### config.mk
export PLATFORM = sky130hd
export DESIGN_NAME = alu_issue_ctrl_flat
export DESIGN_NICKNAME = d
export VERILOG_FILES = /design/src/rtl/alu_pkg.sv /design/src/rtl/alu_issue_ctrl_if.sv /design/src/rtl/alu_regfile.sv /design/src/rtl/alu_issue_ctrl.sv /design/src/flat_wrapper.sv
export SDC_FILE = /design/constraint.sdc
export NUM_CORES = 1
export LEC_CHECK = 0
export ABC_AREA = 0
export BUFFER_PORTS_ARGS = -buffer_cell sky130_fd_sc_hd__buf_2
export CORE_MARGIN = 10
export CORE_UTILIZATION = 35
export DETAILED_ROUTE_END_ITERATION = 10
export PLACE_DENSITY = 0.63
export SLEW_MARGIN = 15
export SYNTH_ARGS = -nofsm -noshare
export SYNTH_HDL_FRONTEND = slang
export SYNTH_SLANG_ARGS = --single-unit
### constraint.sdc
create_clock -name clk -period 3.8 [get_ports clk]
set_clock_uncertainty 0.05 [all_clocks]
set_input_delay 0.76 -clock clk [delete_from_list [all_inputs] [get_ports clk]]
set_output_delay 0.76 -clock clk [all_outputs]
set_load 0.01 [all_outputs]
### src/rtl/alu_pkg.sv
// Shared opcodes, FSM encoding and widths for the ALU issue controller slice.
package alu_pkg;

  localparam int unsigned ALU_DATA_W = 4;
  localparam int unsigned OP_W       = 3;

  localparam logic [OP_W-1:0] OP_ADD = 3'b000;
  localparam logic [OP_W-1:0] OP_SUB = 3'b001;
  localparam logic [OP_W-1:0] OP_AND = 3'b010;
  localparam logic [OP_W-1:0] OP_OR  = 3'b011;
  localparam logic [OP_W-1:0] OP_XOR = 3'b100;
  localparam logic [OP_W-1:0] OP_SHL = 3'b101;
  localparam logic [OP_W-1:0] OP_SHR = 3'b110;
  localparam logic [OP_W-1:0] OP_NOT = 3'b111;

  typedef enum logic [1:0] {
    IDLE = 2'd0,
    EXEC = 2'd1,
    RESP = 2'd2
  } state_t;

  // Only add/sub update the sticky carry flag.
  function automatic logic op_sets_carry(input logic [OP_W-1:0] op);
    return (op == OP_ADD) || (op == OP_SUB);
  endfunction

endpackage

### src/rtl/alu_issue_ctrl_if.sv
// Instruction request and result response handshakes of the issue controller.
interface alu_issue_ctrl_if
  import alu_pkg::*;
#(
  parameter int unsigned DATA_W = ALU_DATA_W,
  parameter int unsigned AW     = 2
);

  logic              instr_valid;
  logic              instr_ready;
  logic [OP_W-1:0]   instr_op;
  logic [AW-1:0]     instr_rd;
  logic [AW-1:0]     instr_rs1;
  logic [AW-1:0]     instr_rs2;

  logic              res_valid;
  logic              res_ready;
  logic [DATA_W-1:0] res_data;
  logic [AW-1:0]     res_rd;
  logic              res_carry;

  // Upstream issuer / downstream consumer side.
  modport master (
    output instr_valid, instr_op, instr_rd, instr_rs1, instr_rs2, res_ready,
    input  instr_ready, res_valid, res_data, res_rd, res_carry
  );

  // Controller side.
  modport slave (
    input  instr_valid, instr_op, instr_rd, instr_rs1, instr_rs2, res_ready,
    output instr_ready, res_valid, res_data, res_rd, res_carry
  );

endinterface

### src/rtl/alu_regfile.sv
// Operand register file: two async read ports, host and writeback write ports.
module alu_regfile #(
  parameter  int unsigned DATA_W = 4,
  parameter  int unsigned NREGS  = 4,
  localparam int unsigned AW     = $clog2(NREGS)
) (
  input  logic              clk,
  input  logic              rst_n,
  input  logic [AW-1:0]     ra1,
  input  logic [AW-1:0]     ra2,
  output logic [DATA_W-1:0] rd1,
  output logic [DATA_W-1:0] rd2,
  input  logic              host_we,
  input  logic [AW-1:0]     host_addr,
  input  logic [DATA_W-1:0] host_data,
  input  logic              wb_we,
  input  logic [AW-1:0]     wb_addr,
  input  logic [DATA_W-1:0] wb_data
);

  logic [DATA_W-1:0] mem [NREGS];

  assign rd1 = mem[ra1];
  assign rd2 = mem[ra2];

  // Writeback is assigned last so it wins an address collision with the host.
  always_ff @(posedge clk or negedge rst_n) begin
    if (!rst_n) begin
      for (int unsigned i = 0; i < NREGS; i++) mem[i] <= '0;
    end else begin
      if (host_we) mem[host_addr] <= host_data;
      if (wb_we)   mem[wb_addr]   <= wb_data;
    end
  end

endmodule

### src/rtl/alu_issue_ctrl.sv
// Issue/writeback sequencer around an external combinational ALU.
module alu_issue_ctrl
  import alu_pkg::*;
#(
  parameter  int unsigned DATA_W = ALU_DATA_W,
  parameter  int unsigned NREGS  = 4,
  localparam int unsigned AW     = $clog2(NREGS)
) (
  input  logic              clk,
  input  logic              rst_n,
  input  logic              wr_en,
  input  logic [AW-1:0]     wr_addr,
  input  logic [DATA_W-1:0] wr_data,
  alu_issue_ctrl_if.slave   bus,
  output logic [DATA_W-1:0] alu_a,
  output logic [DATA_W-1:0] alu_b,
  output logic [OP_W-1:0]   alu_sel,
  input  logic [DATA_W-1:0] alu_result,
  input  logic              alu_carry,
  output logic              carry_flag
);

  state_t            state, next_state;
  logic              accept_c;
  logic              ready_q, valid_q;
  logic [AW-1:0]     rd_q;
  logic [DATA_W-1:0] res_data_q;
  logic              res_carry_q;
  logic [DATA_W-1:0] rs1_val, rs2_val;

  alu_regfile #(.DATA_W(DATA_W), .NREGS(NREGS)) u_rf (
    .clk       (clk),
    .rst_n     (rst_n),
    .ra1       (bus.instr_rs1),
    .ra2       (bus.instr_rs2),
    .rd1       (rs1_val),
    .rd2       (rs2_val),
    .host_we   (wr_en),
    .host_addr (wr_addr),
    .host_data (wr_data),
    .wb_we     (state == EXEC),
    .wb_addr   (rd_q),
    .wb_data   (alu_result)
  );

  always_ff @(posedge clk or negedge rst_n) begin
    if (!rst_n) state <= IDLE;
    else        state <= next_state;
  end

  always_comb begin
    next_state = state;
    accept_c   = 1'b0;
    case (state)
      IDLE: if (bus.instr_valid && ready_q) begin
        accept_c   = 1'b1;
        next_state = EXEC;
      end
      EXEC: next_state = RESP;
      RESP: if (bus.res_ready) next_state = IDLE;
      default: next_state = IDLE;
    endcase
  end

  // Handshake flags are flops so both stay low throughout reset.
  always_ff @(posedge clk or negedge rst_n) begin
    if (!rst_n) begin
      ready_q <= 1'b0;
      valid_q <= 1'b0;
    end else begin
      ready_q <= (next_state == IDLE);
      valid_q <= (next_state == RESP);
    end
  end

  // Operand issue: sampled from the register file only on acceptance.
  always_ff @(posedge clk or negedge rst_n) begin
    if (!rst_n) begin
      alu_a   <= '0;
      alu_b   <= '0;
      alu_sel <= '0;
      rd_q    <= '0;
    end else if (accept_c) begin
      alu_a   <= rs1_val;
      alu_b   <= rs2_val;
      alu_sel <= bus.instr_op;
      rd_q    <= bus.instr_rd;
    end
  end

  // Result capture at the closing edge of EXEC.
  always_ff @(posedge clk or negedge rst_n) begin
    if (!rst_n) begin
      res_data_q  <= '0;
      res_carry_q <= 1'b0;
      carry_flag  <= 1'b0;
    end else if (state == EXEC) begin
      res_data_q  <= alu_result;
      res_carry_q <= alu_carry;
      if (op_sets_carry(alu_sel)) carry_flag <= alu_carry;
    end
  end

  assign bus.instr_ready = ready_q;
  assign bus.res_valid   = valid_q;
  assign bus.res_data    = res_data_q;
  assign bus.res_rd      = rd_q;
  assign bus.res_carry   = res_carry_q;

endmodule

### src/flat_wrapper.sv
// flat-port wrapper written by rule: the top's interface ports become plain ports
module alu_issue_ctrl_flat import alu_pkg::*;
#(
  parameter  int unsigned DATA_W = ALU_DATA_W,
  parameter  int unsigned NREGS  = 4,
  localparam int unsigned AW     = $clog2(NREGS)
)
  (clk, rst_n, wr_en, wr_addr, wr_data, alu_a, alu_b, alu_sel, alu_result, alu_carry, carry_flag, bus_instr_valid, bus_instr_op, bus_instr_rd, bus_instr_rs1, bus_instr_rs2, bus_res_ready, bus_instr_ready, bus_res_valid, bus_res_data, bus_res_rd, bus_res_carry);
  alu_issue_ctrl_if #(.DATA_W(DATA_W), .AW((2))) bus_i ();
  input  logic clk;
  input  logic rst_n;
  input  logic wr_en;
  input  logic [AW-1:0] wr_addr;
  input  logic [DATA_W-1:0] wr_data;
  output logic [DATA_W-1:0] alu_a;
  output logic [DATA_W-1:0] alu_b;
  output logic [OP_W-1:0] alu_sel;
  input  logic [DATA_W-1:0] alu_result;
  input  logic alu_carry;
  output logic carry_flag;
  input wire logic [$bits(bus_i.instr_valid)-1:0] bus_instr_valid;
  input wire logic [$bits(bus_i.instr_op)-1:0] bus_instr_op;
  input wire logic [$bits(bus_i.instr_rd)-1:0] bus_instr_rd;
  input wire logic [$bits(bus_i.instr_rs1)-1:0] bus_instr_rs1;
  input wire logic [$bits(bus_i.instr_rs2)-1:0] bus_instr_rs2;
  input wire logic [$bits(bus_i.res_ready)-1:0] bus_res_ready;
  output wire logic [$bits(bus_i.instr_ready)-1:0] bus_instr_ready;
  output wire logic [$bits(bus_i.res_valid)-1:0] bus_res_valid;
  output wire logic [$bits(bus_i.res_data)-1:0] bus_res_data;
  output wire logic [$bits(bus_i.res_rd)-1:0] bus_res_rd;
  output wire logic [$bits(bus_i.res_carry)-1:0] bus_res_carry;
  assign bus_i.instr_valid = bus_instr_valid;
  assign bus_i.instr_op = bus_instr_op;
  assign bus_i.instr_rd = bus_instr_rd;
  assign bus_i.instr_rs1 = bus_instr_rs1;
  assign bus_i.instr_rs2 = bus_instr_rs2;
  assign bus_i.res_ready = bus_res_ready;
  assign bus_instr_ready = bus_i.instr_ready;
  assign bus_res_valid = bus_i.res_valid;
  assign bus_res_data = bus_i.res_data;
  assign bus_res_rd = bus_i.res_rd;
  assign bus_res_carry = bus_i.res_carry;
  alu_issue_ctrl #(.DATA_W(DATA_W), .NREGS(NREGS)) u_core (.clk(clk), .rst_n(rst_n), .wr_en(wr_en), .wr_addr(wr_addr), .wr_data(wr_data), .bus(bus_i), .alu_a(alu_a), .alu_b(alu_b), .alu_sel(alu_sel), .alu_result(alu_result), .alu_carry(alu_carry), .carry_flag(carry_flag));
endmodule
* Word-level counts from Yosys, hierarchy flattened *
Index checks and enable logic that the tools add are counted.

storage, ports and cells
  register bits after elaboration = 39
  bits of input ports = 25
  output and inout bits = 21
  word-level logic and storage cells = 55

operators by class
  order comparisons = 6
  eq/ne operators = 4
  multiplexer cells = 19
  bitwise logic cells = 4
  reduce and logical (&&, ||, !) cells = 8

operators with widths
  kind                number
  $bwmux 16           2
  $mux 16             2
  $mux 4              6
  $bmux 4 s2          2
  $demux 4 s2         2
  $ge 3x3->1 const B  4
  $not 2->3           4
  $lt 3x1->1 const B  2
  $pmux 2 s3          1
  $eq 2x2->1 const B  2
  $logic_not 2->1     2
  $mux 2              2
  $eq 3x1->1 const B  1
  $logic_and 1x1->1   3
  $logic_not 3->1     1
  $eq 2x1->1 const B  1
  $mux 1              2
  $reduce_and 2->1    1
  $logic_or 1x1->1    1

* Logic depth before layout (Yosys ltp) *
Gate-level depths: netlist of the first run.

  depth in word-level cells = 9
  gate-level depth with buffers = 4
  mapped depth without buffers = 3

* Modules after synthesis *
From an unflattened synthesis of the first run, not the netlist that was laid out.

second synthesis, totals
  cell total of the unflattened synthesis = 135
  area total of the unflattened synthesis = 1889.3 um^2

by module, submodules not included
  module          instances  cells an instance  area each (um^2)  sequential area each (um^2)
  alu_regfile     1          81                 959.7             400.4
  alu_issue_ctrl  1          54                 929.6             575.6

* Worst setup path after synthesis of the first run *
Ideal clock, no wire load.

  kind = input to register
  start = input bus_instr_valid
  end = register u_core.alu_sel[0]
  setup time = 0.125 ns
  data arrival time = 1.556 ns
  data required time = 3.625 ns
  slack = 2.069 ns
  stages = 4
  path buffers = 1
  cells stage by stage = nand2_1 > nor3_4 > buf_6 > mux2_2

on the way
  word-level cells in the longest chain between the ends = 3

ends and longest elaborated chain
  item                  RTL line              source
  start, declared       flat_wrapper.sv:21    input wire logic [$bits(bus_i.instr_valid)-1:0] bus_instr_valid;
  $logic_and 1x1->1     alu_issue_ctrl.sv:55  IDLE: if (bus.instr_valid && ready_q) begin
  $mux 1                alu_issue_ctrl.sv:55
  $mux 1                alu_issue_ctrl.sv:54  case (state)
  end signal, assigned  alu_issue_ctrl.sv:86  alu_sel <= bus.instr_op;
  end, declared         alu_issue_ctrl.sv:17  output logic [OP_W-1:0] alu_sel,

Every way passes these cells.
A chain may end at the register's enable or synchronous reset.

* Worst setup path in the final report of the first run *
  start = register u_core.state[1]
  end = register u_core.u_rf.mem[7] (netlist name)

on the way
  word-level cells in the longest chain between the ends = 2

ends and longest elaborated chain
  item                           RTL line              source
  start, declared                alu_issue_ctrl.sv:23  state_t state, next_state;
  start signal, assigned         alu_issue_ctrl.sv:48  else state <= next_state;
  $eq 2x1->1                     alu_issue_ctrl.sv:41  .wb_we (state == EXEC),
  $mux 16                        alu_regfile.sv:32     if (wb_we) mem[wb_addr] <= wb_data;
  end signal, assigned by index  alu_regfile.sv:31     if (host_we) mem[host_addr] <= host_data;
  end signal, assigned by index  alu_regfile.sv:32
  end, declared                  alu_regfile.sv:21     logic [DATA_W-1:0] mem [NREGS];

Every way passes these cells.

==> summary.md, run 1 <==
| Metric | Value |
|---|---|
| Run status | completed |
| Highest achievable clock rate | 543 MHz |
| Share of the clock period used by the worst path after layout | 0.484 |
| Wire length of the first global-routing pass | 6.71 mm |
| P&R area growth vs syn | 21.5% |
| Clock period minus final worst setup slack | 1.84 ns |
| Final sum of negative setup slack | 0 ns |
| Number of buffers added by the clock tree synthesis step | 5 |
| Max Root-Sink Buffers | 2 |
| Clock power frac | 0.204 |
| Area after detailed placement | 2170 µm² |
| Die extent in x | 93.3 µm |
| Routed WL | 4.09 mm |
| VDD IR-drop max | 0.227 mV |
| DRC violations left | 0 |
| Number of rows in the core area | 26 |
| Post-synthesis cell count | 134 |
| Cell family contributing the most delay on the critical path | simple AND/OR/NAND/NOR gates |
| Root cell of the clock tree | clkbuf_8 |
| Port Buffers | 45 |
| Standby leakage power | 1.07 nW |
| Routed wire per std cell | 16.2 µm |
| PwrDens | 762 nW/µm² |
| Layout cell share with drive strength beyond 1 | 0.415 |
| CTS H-tree depth | 2 |
| Final GP Congestion | 0.771 |
| Avg Synthesized Cell Area | 14.0 µm² |
| Cells on worst reg2reg path | 2 |
| Maximum fanout along the worst path | 8 |
| Routed vias/inst | 4.92 |
| Detail Route Antenna Nets | 0 |
| Endpoint of the lowest-slack register-to-register path | u_core.u_rf.mem[7] |
| CP Class | flip-flop to flip-flop |
| Commonest cells after routing, fill and taps aside | buf_2, dfrtp_1, mux2_2 |
| All-layer global routing usage | 0.0969 |
| Net switching power of the design | 0.560 mW |
| Overflow left after global routing | 0 |
| Synth area leaders | dfrtp_1, mux4_1, mux2_2 |
| Slowest stage cell, crit path | nor4bb_1 |
| Floorplan die area | 8700 µm² |
| Fin util | 0.441 |
| Number of clock sinks | 39 |
| Cell type contributing the most total cell area after synthesis | dfrtp_1 |
| Number of buffers inserted by hold repair at cts | 0 |
| Switching share of power | 0.322 |
| Crit end category | flip-flop |
| Kind of launch point of the worst setup path | flip-flop |
| Clock tree from TritonCTS | yes |
| Cell breakdown of the critical path | nor4bb_1 -> o21ai_0 |
| Area share of the leading cell type in the synthesized netlist | 0.519 |
| Unique cell type count in the Yosys netlist | 23 |
| Clock input transition at the sequential cells of the worst setup and hold paths | 0.07 ns |
| Portion of total power attributed to sequential cells | 0.447 |
| Die H | 93.3 µm |
| Post-CTS setup-driven buffer insertion count | 0 |
| Sum of net half-perimeters after detailed placement | 3.19 mm |
| Mapped Area | 1880 µm² |
| Initial Util | 0.363 |
| Critical path data required time | 3.88 ns |
| Clock insertion delay at the later pin of the skew report | 0.29 ns |
| Max stage delay on crit path | 0.93 ns |
| Reg2Reg Setup Slack | 1.96 ns |
| Internal power | 1.18 mW |
| Number of hold violations in the final report | 0 |
| Unrepaired setup endpoints after global routing | false |
| Ports | 46 |
| Area of all placed cells without fillers | 2280 µm² |
| Worst r2r src | u_core.state[1] |
| Signal arrival time at the worst endpoint | 1.92 ns |
| Largest net degree at the start of global routing | 40 |
| Routed via count | 1,245 |
| Proportion of power drawn by combinational gates | 0.349 |
| Slew Limit Fails | 0 |
| Count of state elements after synthesis | 39 |
| Net total in the final layout | 207 |
| Number of failing setup endpoints in the final timing report | 0 |
| Antenna diode count | 0 |
| Leading cell type in the layout, fill and taps excluded | buf_2 |
| Share of synthesized area occupied by flip-flops and latches | 0.519 |
| Synthesized netlist net count | 159 |
| Antenna violations before repair | 0 |
| CTS resizes | 0 |
| Initial DRC Count | 69 |
| CP startpoint | u_core.state[1] |
| Timing endpoint of the critical path | u_core.u_rf.mem[7] |
| Max-Cap Viols | 0 |
| Worst hold path type | flip-flop to flip-flop |
| Core area | 5170 µm² |
| Number of global-route vias before repair | 1,333 |
| Min Hold Slack | 0.454 ns |
| Headroom to the max-slew limit | 0.287 |
| Slew at the pin closest to its max-slew limit | 1.06 ns |
| Worst Path Buf+Inv | 0 |
| Critical path depth in cells | 2 |
| Total Power Consumption | 1.74 mW |
| Warnings, synthesis | 0 |
| Initial DRT Pass Iterations | 4 |
-- through the flow --
stage,cells,worst slack (ns)
global route,253,1.76
finish,253,1.96
detailed placement,245,1.72
global placement,245,1.78
CTS,253,1.90
floorplan,134,2.07
-- per-layer routing --
| metal | routed length [µm] | GRT usage |
|---|---|---|
| met1 | 1690 | 0.104 |
| met2 | 1960 | 0.162 |
| met3 | 362 | 0.0408 |
| met4 | 77 | 0.0463 |
| met5 | 0 | 0 |
-- how the worst min path moves through the flow --
stage,start,endpoint,slack [ns],depth (start not counted)
after detailed placement,u_core.alu_a[3],u_core.alu_a[3],0.44,1
after CTS,u_core.alu_a[3],u_core.alu_a[3],0.46,1
after global placement,u_core.bus.res_carry,u_core.bus.res_carry,0.43,1
after global routing,u_core.bus.res_data[1],u_core.bus.res_data[1],0.47,1
after floorplan,rst_n,u_core.alu_a[0],0.41,0
final,u_core.alu_a[3],u_core.alu_a[3],0.45,1
-- synthesized netlist by cell type (all sizes together) --
library cell,count
nand3b,2
nand2,13
clkbuf,2
nand3,1
nor2,5
mux2i,16
or2b,1
nor4b,1
nand4b,1
mux4,8
mux2,19
buf,2
nor3,2
nor4bb,2
nand2b,1
dfrtp,39
nor3b,1
a21oi,4
o21ai,14
-- final cells by class --
class,instances,area (µm²)
Fill cell,473,2890
Sequential cell,39,976
Multi-Input combinational cell,91,877
Timing Repair Buffer,45,225
Tap cell,70,87.6
Clock buffer,6,82.6
Clock inverter,2,35.0
-- kinds of logic (layout without fill, tap and decap cells) --
group / after synthesis / after routing / synth area share
multiplexers: 43 / 43 / 0.313
AND/OR/NAND/NOR: 30 / 30 / 0.106
AO/OA/AOI/OAI: 18 / 18 / 0.0479
flip-flops: 39 / 39 / 0.519
buffers and inverters: 4 / 53 / 0.0140
-- sequential cells by signal (all words and copies together) (netlist names) --
register	flops
u_core.alu_a	4
u_core.alu_b	4
u_core.alu_sel	3
u_core.bus.instr_ready	1
u_core.bus.res_carry	1
u_core.bus.res_data	4
u_core.bus.res_rd	2
u_core.bus.res_valid	1
u_core.carry_flag	1
u_core.state	2
u_core.u_rf.mem	16
-- power by group through the flow --
stage / logic [mW] / registers, mW / clock network [mW]
3_3_place_gp: 0.606 / 0.780 / 0
6_report: 0.607 / 0.778 / 0.355
3_5_place_dp: 0.624 / 0.788 / 0
4_1_cts: 0.626 / 0.781 / 0.362
5_1_grt: 0.683 / 0.811 / 0.380
2_1_floorplan: 0.374 / 0.805 / 0
Power figures use the tool's default switching activity.
==> run 2: changes to the inputs <==
==> constraint.sdc (replaced) <==
create_clock -name clk -period 1.8 [get_ports clk]
set_clock_uncertainty 0.05 [all_clocks]
set_input_delay 0.36 -clock clk [delete_from_list [all_inputs] [get_ports clk]]
set_output_delay 0.36 -clock clk [all_outputs]
set_load 0.01 [all_outputs]
==> run 2 against run 1 <==
  * Die area stayed put
  * Power is 110% higher
  * Core utilization is 1.1 points higher
  * Critical path depth is 1 higher
  * Combinational power is 120% higher
  * Highest routed layer unchanged
  * Clock-buffer cell count is 1 lower
  * Critical endpoint is now u_core.carry_flag
==> summary.md, run 2 (same netlist as run 1, synthesis figures left out) <==
| Metric | Value |
|---|---|
| Commonest cells after routing, fill and taps aside | buf_2, dfrtp_1, mux2_2 (unchanged) |
| Final GP Congestion | 0.824 (was 0.771) |
| Routed wire per std cell | 16.8 µm (was 16.2 µm) |
| CTS H-tree depth | 2 (unchanged) |
| Antenna violations before repair | 0 (unchanged) |
| Max Root-Sink Buffers | 2 (unchanged) |
| Layout cell share with drive strength beyond 1 | 0.429 (was 0.415) |
| Cell breakdown of the critical path | nand2b_1 -> nor3_2 -> mux2_4 (was nor4bb_1 -> o21ai_0) |
| All-layer global routing usage | 0.105 (was 0.0969) |
| VDD IR-drop max | 0.567 mV (was 0.227 mV) |
| PwrDens | 1600 nW/µm² (was 762 nW/µm²) |
| Largest net degree at the start of global routing | 23 (was 40) |
| Slew at the pin closest to its max-slew limit | 0.451 ns (was 1.06 ns) |
| Highest achievable clock rate | 644 MHz (was 543 MHz) |
| Endpoint of the lowest-slack register-to-register path | u_core.carry_flag (was u_core.u_rf.mem[7]) |
| Initial Util | 0.363 (unchanged) |
| Root cell of the clock tree | clkbuf_8 (unchanged) |
| Final sum of negative setup slack | 0 ns (unchanged) |
| Wire length of the first global-routing pass | 7.22 mm (was 6.71 mm) |
| Total instance count after detailed placement | 250 (was 245) |
| Crit end category | flip-flop (unchanged) |
| Initial DRC Count | 50 (was 69) |
| Max reg flops | 16 (unchanged) |
| Min Hold Slack | 0.216 ns (was 0.454 ns) |
| Port Buffers | 45 (unchanged) |
| Run status | completed (unchanged) |
| Core area | 5170 µm² (unchanged) |
| Routed vias/inst | 4.95 (was 4.92) |
| Highest routing layer actually used | met4 (unchanged) |
| Standby leakage power | 1.10 nW (was 1.07 nW) |
| Die H | 93.3 µm (unchanged) |
| Max-Cap Viols | 0 (unchanged) |
| Cell family contributing the most delay on the critical path | simple AND/OR/NAND/NOR gates (unchanged) |
| Clock period minus final worst setup slack | 1.55 ns (was 1.84 ns) |
| Critical path data required time | 1.94 ns (was 3.88 ns) |
| Floorplan die area | 8700 µm² (unchanged) |
| Slowest stage cell, crit path | dfrtp_1 (was nor4bb_1) |
| Worst Hold Depth | 2 (was 1) |
| Routed via count | 1,282 (was 1,245) |
| Antenna diode count | 0 (unchanged) |
| Post-CTS setup-driven buffer insertion count | 0 (unchanged) |
| Routed WL | 4.36 mm (was 4.09 mm) |
| Number of standard cells in the layout, taps in and fillers out | 259 (was 253) |
| HP Start | bus_res_ready (was u_core.alu_a[3]) |
| Number of global-route vias before repair | 1,367 (was 1,333) |
| Register name with the most flops | u_core.u_rf.mem (unchanged) |
| Die extent in x | 93.3 µm (unchanged) |
| Total met2 wirelength after detailed routing | 2.12 mm (was 1.96 mm) |
| Headroom to the max-slew limit | 0.699 (was 0.287) |
| Share of the clock period used by the worst path after layout | 0.863 (was 0.484) |
| Clock tree from TritonCTS | yes (unchanged) |
| Ports | 46 (unchanged) |
| Hold Crit Endpoint | u_core.bus.res_valid (was u_core.alu_a[3]) |
| Routed length on met1 | 1.86 mm (was 1.69 mm) |
| Number of failing setup endpoints in the final timing report | 0 (unchanged) |
| Reg2Reg Setup Slack | 0.25 ns (was 1.96 ns) |
| Kind of launch point of the worst setup path | flip-flop (unchanged) |
| Unrepaired setup endpoints after global routing | false (unchanged) |
| Number of rows in the core area | 26 (unchanged) |
| Overflow left after global routing | 0 (unchanged) |
| Number of clock sinks | 39 (unchanged) |
| Leading cell type in the layout, fill and taps excluded | buf_2 (unchanged) |
| Number of hold violations in the final report | 0 (unchanged) |
| CP Class | flip-flop to flip-flop (unchanged) |
| Worst hold path type | primary input to flip-flop (was flip-flop to flip-flop) |
| Maximum fanout along the worst path | 8 (unchanged) |
| Clock input transition at the sequential cells of the worst setup and hold paths | 0.08 ns (was 0.07 ns) |
| Max stage delay on crit path | 0.48 ns (was 0.93 ns) |
| Total Power Consumption | 3.74 mW (was 1.74 mW) |
| Worst r2r src | u_core.state[1] (unchanged) |
| Clock insertion delay at the later pin of the skew report | 0.30 ns (was 0.29 ns) |
| DRC violations left | 0 (unchanged) |
| Slew Limit Fails | 0 (unchanged) |
| Detail Route Antenna Nets | 0 (unchanged) |
| Cells on worst reg2reg path | 3 (was 2) |
| Sum of net half-perimeters after detailed placement | 3.40 mm (was 3.19 mm) |
| Number of buffers added by the clock tree synthesis step | 5 (unchanged) |
| Initial DRT Pass Iterations | 4 (unchanged) |
| P&R area growth vs syn | 24.4% (was 21.5%) |
| Signal arrival time at the worst endpoint | 1.69 ns (was 1.92 ns) |
| Worst Path Buf+Inv | 0 (unchanged) |
| Wire length on met3 | 309 µm (was 362 µm) |
| Fin util | 0.452 (was 0.441) |
| Net total in the final layout | 213 (was 207) |
[run 2: cell types whose count changed in the layout (fill, tap and decap cells not counted), sizes merged]
cell         before  now
clkbuf            6    5
clkinv            1    2
buf              45   50
dlygate4sd3       0    1
[run 2: stage by stage]
step / cell area, µm² / worst slack, ns
2_1_floorplan: 1880 / 0.365
3_3_place_gp: 2220 / 0.229
3_5_place_dp: 2220 / 0.212
4_1_cts: 2340 / 0.204
5_1_grt: 2340 / 0.154
6_report: 2340 / 0.246
[run 2: how the worst max path moves through the flow]
stage                          from                end  slack [ns]  cells after the start
floorplan           u_core.state[1]  u_core.alu_sel[0]        0.37                      3
global placement    u_core.state[1]  u_core.carry_flag        0.23                      3
detailed placement  u_core.state[1]  u_core.carry_flag        0.21                      3
CTS                 u_core.state[1]  u_core.carry_flag        0.20                      3
global route        u_core.state[1]  u_core.carry_flag        0.15                      3
finish              u_core.state[1]  u_core.carry_flag        0.25                      3
[run 2: repair_timing]
| item | in CTS | in global routing |
|---|---|---|
| hold buffers | 1 | 0 |
| gates resized for setup | 0 | 0 |
| hold endpoints to repair | 17 | 0 |
[run 2: layout make-up]
class	instances	area [µm²]
clock buffer	5	68.8
fill	484	2830
multi-input combinational	91	877
clock inverter	3	43.8
sequential	39	976
timing repair buffer	51	285
tap	70	87.6
[run 2: report_power, final]
part | switching (mW) | internal (mW) | total, mW
combinational | 0.567 | 0.760 | 1.33
sequential | 0.349 | 1.32 | 1.66
clock | 0.331 | 0.413 | 0.743
[run 2: worst reg2reg max path, delay by kind of cell (launching register included)]
kind | cells | cell delay (ns)
AND/OR/NAND/NOR | 2 | 0.60
flip-flops | 1 | 0.48
multiplexers | 1 | 0.31
[run 2: routing by layer]
| metal | vias up | GRT usage |
|---|---|---|
| met5 | - | 0 |
| met4 | 0 | 0.0424 |
| met3 | 5 | 0.0392 |
| met2 | 31 | 0.170 |
| met1 | 633 | 0.124 |
| li1 | 613 | - |
